<file path="config.mk">
export PLATFORM = sky130hd
export DESIGN_NAME = kernel_job_ctrl
export DESIGN_NICKNAME = d
export VERILOG_FILES = /design/src/rtl/kernel_job_ctrl.sv
export SDC_FILE = /design/constraint.sdc
export NUM_CORES = 1
export LEC_CHECK = 0
export BUFFER_PORTS_ARGS = -buffer_cell sky130_fd_sc_hd__buf_2
export CORE_MARGIN = 2
export CORE_UTILIZATION = 60
export DETAILED_ROUTE_END_ITERATION = 10
export HOLD_SLACK_MARGIN = 0.02
export PLACE_DENSITY_LB_ADDON = 0.1
export SETUP_SLACK_MARGIN = 0.15
export SYNTH_ARGS = -nofsm -noshare
export SYNTH_HDL_FRONTEND = slang
export SYNTH_SLANG_ARGS = --single-unit
</file>
<file path="constraint.sdc">
create_clock -name aclk -period 5.2 [get_ports aclk]
set_input_delay 0.52 -clock aclk [delete_from_list [all_inputs] [get_ports aclk]]
set_output_delay 0.52 -clock aclk [all_outputs]
set_load 0.05 [all_outputs]
</file>
<file path="src/rtl/kernel_job_ctrl.sv">
// Job sequencer for a streaming kernel: gates per-channel input words and
// kernel output words, counts both, and reports done one cycle after the last output.
module kernel_job_ctrl #(
    parameter int C_NUM_CHANNELS = 2,
    parameter int CNT_W          = 32
) (
    input  logic                      aclk,
    input  logic                      areset,
    input  logic                      ap_start,
    input  logic [CNT_W-1:0]          job_len,
    output logic                      ap_idle,
    output logic                      ap_busy,
    output logic                      ap_done,
    input  logic [C_NUM_CHANNELS-1:0] s_tvalid,
    output logic [C_NUM_CHANNELS-1:0] s_tready,
    output logic                      k_ivalid,
    input  logic                      k_iready,
    input  logic                      k_ovalid,
    output logic                      k_oready,
    output logic                      m_tvalid,
    input  logic                      m_tready,
    output logic                      m_tlast,
    output logic [CNT_W-1:0]          in_count,
    output logic [CNT_W-1:0]          out_count
);

    typedef enum logic [1:0] {
        IDLE  = 2'd0,
        RUN   = 2'd1,
        DRAIN = 2'd2,
        DONE  = 2'd3
    } state_t;

    localparam logic [CNT_W-1:0] ONE = CNT_W'(1);

    state_t           state_q, state_d;
    logic [CNT_W-1:0] len_q, len_d;
    logic [CNT_W-1:0] in_q, in_d;
    logic [CNT_W-1:0] out_q, out_d;
    logic             in_fire, out_fire, out_ok;

    always_ff @(posedge aclk or posedge areset) begin
        if (areset) begin
            state_q <= IDLE;
            len_q   <= '0;
            in_q    <= '0;
            out_q   <= '0;
        end else begin
            state_q <= state_d;
            len_q   <= len_d;
            in_q    <= in_d;
            out_q   <= out_d;
        end
    end

    // Inputs are taken only when every channel has a word at once.
    assign k_ivalid = (&s_tvalid) && (state_q == RUN) && (in_q < len_q);
    assign in_fire  = k_ivalid && k_iready;
    assign s_tready = {C_NUM_CHANNELS{in_fire}};

    assign out_ok   = ((state_q == RUN) || (state_q == DRAIN)) && (out_q < len_q);
    assign m_tvalid = k_ovalid && out_ok;
    assign k_oready = m_tready && out_ok;
    assign out_fire = m_tvalid && m_tready;
    assign m_tlast  = m_tvalid && (out_q == len_q - ONE);

    assign ap_idle   = (state_q == IDLE);
    assign ap_busy   = (state_q == RUN) || (state_q == DRAIN);
    assign ap_done   = (state_q == DONE);
    assign in_count  = in_q;
    assign out_count = out_q;

    always_comb begin
        state_d = state_q;
        len_d   = len_q;
        in_d    = in_q;
        out_d   = out_q;
        unique case (state_q)
            IDLE: begin
                if (ap_start) begin
                    len_d   = job_len;
                    in_d    = '0;
                    out_d   = '0;
                    state_d = (job_len == '0) ? DONE : RUN;
                end
            end
            RUN, DRAIN: begin
                if (in_fire)  in_d  = in_q + ONE;
                if (out_fire) out_d = out_q + ONE;
                // Last output wins even if the last input lands on the same edge.
                if (out_d == len_q)     state_d = DONE;
                else if (in_d == len_q) state_d = DRAIN;
            end
            DONE:    state_d = IDLE;
            default: state_d = IDLE;
        endcase
    end

endmodule

</file>
==> metrics.md <==
| Metric | Value |
|---|---|
| Status | complete, no violations |
| Async SR Flop Fraction | 100.0% |
| Max Clock Freq | about 210 MHz |
| Gate power share | just over 60% |
| Slew @ Worst Pin | about 1.4 ns |
| Top sig layer | met4 |
| Cell-internal power | roughly 2.3 mW |
| Fraction of layout cells with a size suffix above 1 | 17.56% |
| Final min period | 4.714 ns |
| Final Slew Violations | 0 |
| Grt ovf | 0 |
| Top_reg_cell synth | dfrtp_1 |
| Vias in the first global route | around 9,000 |
| Crit Path Max Fanout | 11 |
| Detail Route Antenna Nets | 0 |
| Min-delay worst type | in2async |
| Port Buffers | roughly 110 |
| CTS H-tree depth | 3 |
| Initial Util | 60.99% |
| Initial DRC count | about 1,200 |
| Die Span Y | roughly 130 um |
| Sw power | 2.591 mW |
| Final setup TNS | 0 ns |
| Core area | about 16,000 um2 |
| CP arrival | between 4 and 5 ns |
| Worst-Skew Late Latency | 0.37 ns |
| CP Capture Type | primary output |
| Final Hold Fails | 0 |
| DP HPWL | about 25,000 um |
| Worst R2R Path Depth | 13 |
| Antenna violations before repair | 0 |
| Overall global routing resource usage | 38.59% |
| Die width | around 130 um |
| Metal2 WL | ~15,000 um |
| FF-to-FF setup slack | between 0.5 and 0.6 ns |
| Final period util | roughly nine tenths |
| Ant diodes | 0 |
| Maxcap violations | 0 |
| YS warnings | 0 |
| Synth cell types | 74 |
| Sequential share of the synthesized area | around a quarter |
| Worst rel slew slack | slightly below 9% |
| Leak | 4.704 nW |
| Wire per inst | ~22 um |
| Syn Nets | approximately 1,300 |
| Crit Reg-Reg Startpoint | len_q[19] |
| Req. time, crit path | roughly 4.7 ns |
| EDFF count, synth | 0 |
| Max VDD drop | ~0.00034 V |
| TritonCTS Buffers | 9 |
| First-pass GRT wire length | 50,560 um |
| Post CTS Setup Buffer Count | 0 |
| Syn avg cell area | 7.978 um2 |
| Largest net degree at the start of global routing | 59 |
| Crit path cell chain | nor4_1 > nand4_1 > or4_1 > nor2_1 > xnor2_1 > and3_1 > o21ai_1 > a21oi_1 > a31oi_1 > nor4_1 > buf_2 |
| Root Buffer | clkbuf_16 |
| Critical-path top delay cell | or4_1 |
| Maximum clock path buffer count | 2 |
| Most used cell, CP | nor4_1 |
| Pre-antenna DRT Iters | 7 |
| Area occupied by multi-input gates | 6678 um2 |
| Storage cell area | between 2000 and 2500 um2 |
| Final setup fails | 0 |
| Switching Share | between 50% and 60% |
| Final WS setup | slightly below 0.5 ns |
| Clk_skew | just over 0.01 ns |
| Part of the power in registers | ~24% |
| Clock-pin slew on the worst setup and hold paths | 0.08 ns |
| Reg2reg end | state_q[1] |
| Area Growth Syn to Fin | 11.42% |
| Vias/cell | 6.750 |
| Via count | 10,190 |
| Gpl congestion | slightly above 1 |
| Die area | 17,120 um2 |
| TritonCTS clock tree | built |
| Metal-1 WL | 13,700 um |
| CP Launch Type | flip-flop |
| Cell area after synthesis | roughly 9700 um2 |
| Worst path max stage delay | slightly above 0.6 ns |
| RSZ-0062 raised after global routing | no |
| WL met3 | roughly 3400 um |
| Row cnt | 46 |
| DRC viols | 0 |
| Num ports | 113 |
| Setup CP Type | reg2out |
| Final nets | roughly 1,400 |
| Pre-CTS setup slack | around 0.76 ns |
| Synth Instances | roughly 1,200 |
| Power Dens Cells | approximately 460 nW/um2 |
| Seq cells post-synth | a little under 100 |
| Clock power share | 15.0% |
| Filler cells | 1,384 |
| Clock sinks | slightly below 100 |
| Routed wire length | about 33,000 um |
layout by cell type (no fill, tap or decap), types with 38 or more instances in the layout:
master     n
xor2_1    40
a21oi_1   67
nand3_1   62
xnor2_1   73
buf_2    112
o21ai_0  113
dfrtp_1   98
nor2_1    65
nand4_1   42
nand2_1  105
inv_1     48
ha_1      70
buf_4     38
cell usage after synthesis, drive strengths merged, types with 3 or more instances:
cell	number	area [um2]
mux2i	9	90.09
a221oi	4	35.03
mux2	33	371.6
nor4b	3	26.28
nor2	65	244.0
o31ai	16	120.1
xnor2	73	639.4
or3	8	50.05
a31oi	14	102.6
a22o	6	52.55
a31o	5	43.80
a221o	3	30.03
dfrtp	98	2452
and3	25	156.4
inv	52	195.2
a21oi	67	335.3
o31a	3	26.28
nand4	43	284.0
nand2	107	404.1
o311ai	3	26.28
o22ai	7	43.79
and2	17	106.4
a21o	9	67.56
o211ai	13	97.59
a2111oi	9	111.4
a211oi	6	45.04
nand2b	8	50.05
xor2	40	350.3
nor2b	3	18.77
nor4	36	256.5
o21ai	123	615.6
o21a	6	45.04
or4	8	63.81
nand3	63	320.3
buf	25	130.1
o41ai	4	53.81
ha	70	875.8
nor3	28	145.1
and4	15	131.4
clkbuf	58	217.7
layout make-up:
cell class	instances	share of cell area [%]
Sequential cell	98	22.80
Tap cell	216	2.513
Inverter	52	1.838
Multi-Input combinational cell	977	62.09
Timing Repair Buffer	150	7.864
Clock buffer	9	2.094
Clock inverter	7	0.8027
routing by layer:
metal | vias to the layer above | global-route usage [%]
li1 | 4641 | -
met1 | 4805 | 53.29
met2 | 647 | 61.15
met3 | 93 | 5.822
met4 | 0 | 14.83
met5 | - | 0
state kept, by name, indices dropped and copies added, names as in the netlist:
signal     cells
in_count      32
len_q         32
out_count     32
state_q        2
metrics by stage:
step,utilization [%],hold slack (ns),total power [mW],instance area [um2],instances
3_3_place_gp,65.94,0.5699,4.017,10440,1493
6_report,67.95,0.2111,4.912,10760,1509
3_5_place_dp,65.94,0.5779,4.081,10440,1493
5_1_grt,67.95,0.2507,5.215,10760,1509
2_1_floorplan,-,0.5461,3.247,9653,1210
4_1_cts,67.91,0.2274,4.819,10750,1509
power by group through the flow:
stage / Combinational (mW) / Clock (mW) / Sequential, mW
6_report: 2.98 / 0.736 / 1.20
5_1_grt: 3.23 / 0.770 / 1.22
4_1_cts: 2.90 / 0.736 / 1.18
3_5_place_dp: 2.88 / 0 / 1.20
3_3_place_gp: 2.83 / 0 / 1.19
2_1_floorplan: 2.19 / 0 / 1.06
worst max-delay path, delay by kind of cell, from the launching register on:
kind,cells,cell delay [ns]
xor gates and xnor gates,1,0.17
AOI/OAI and AO/OA,3,0.31
buffers and inverters,1,0.33
DFF,1,0.54
and+or+nand+nor,6,2.49
timing repair:
action                     4_1_cts  5_1_grt
resized for setup                0        1
hold buffers                     0        0
setup endpoints to repair        0        1
kinds of logic after synthesis:
family | after synthesis | share of synthesized area [%]
and+or+nand+nor | 433 | 23.68
adders and majority gates | 70 | 9.073
DFF | 98 | 25.41
AOI/OAI and AO/OA | 319 | 21.18
xor gates and xnor gates | 113 | 10.25
muxes | 42 | 4.783
buffers and inverters | 135 | 5.625
worst max-delay path by stage:
stage,from,endpoint,slack (ns),cells past startpoint
after floorplan,len_q[3],m_tlast,0.41,12
after global placement,len_q[9],state_q[1],0.82,13
after detailed placement,len_q[12],state_q[0],0.76,12
after CTS,len_q[2],m_tlast,0.47,11
after global routing,len_q[10],m_tlast,0.17,10
final,len_q[10],m_tlast,0.49,11
Note: power is estimated with default switching activity, not from simulation.
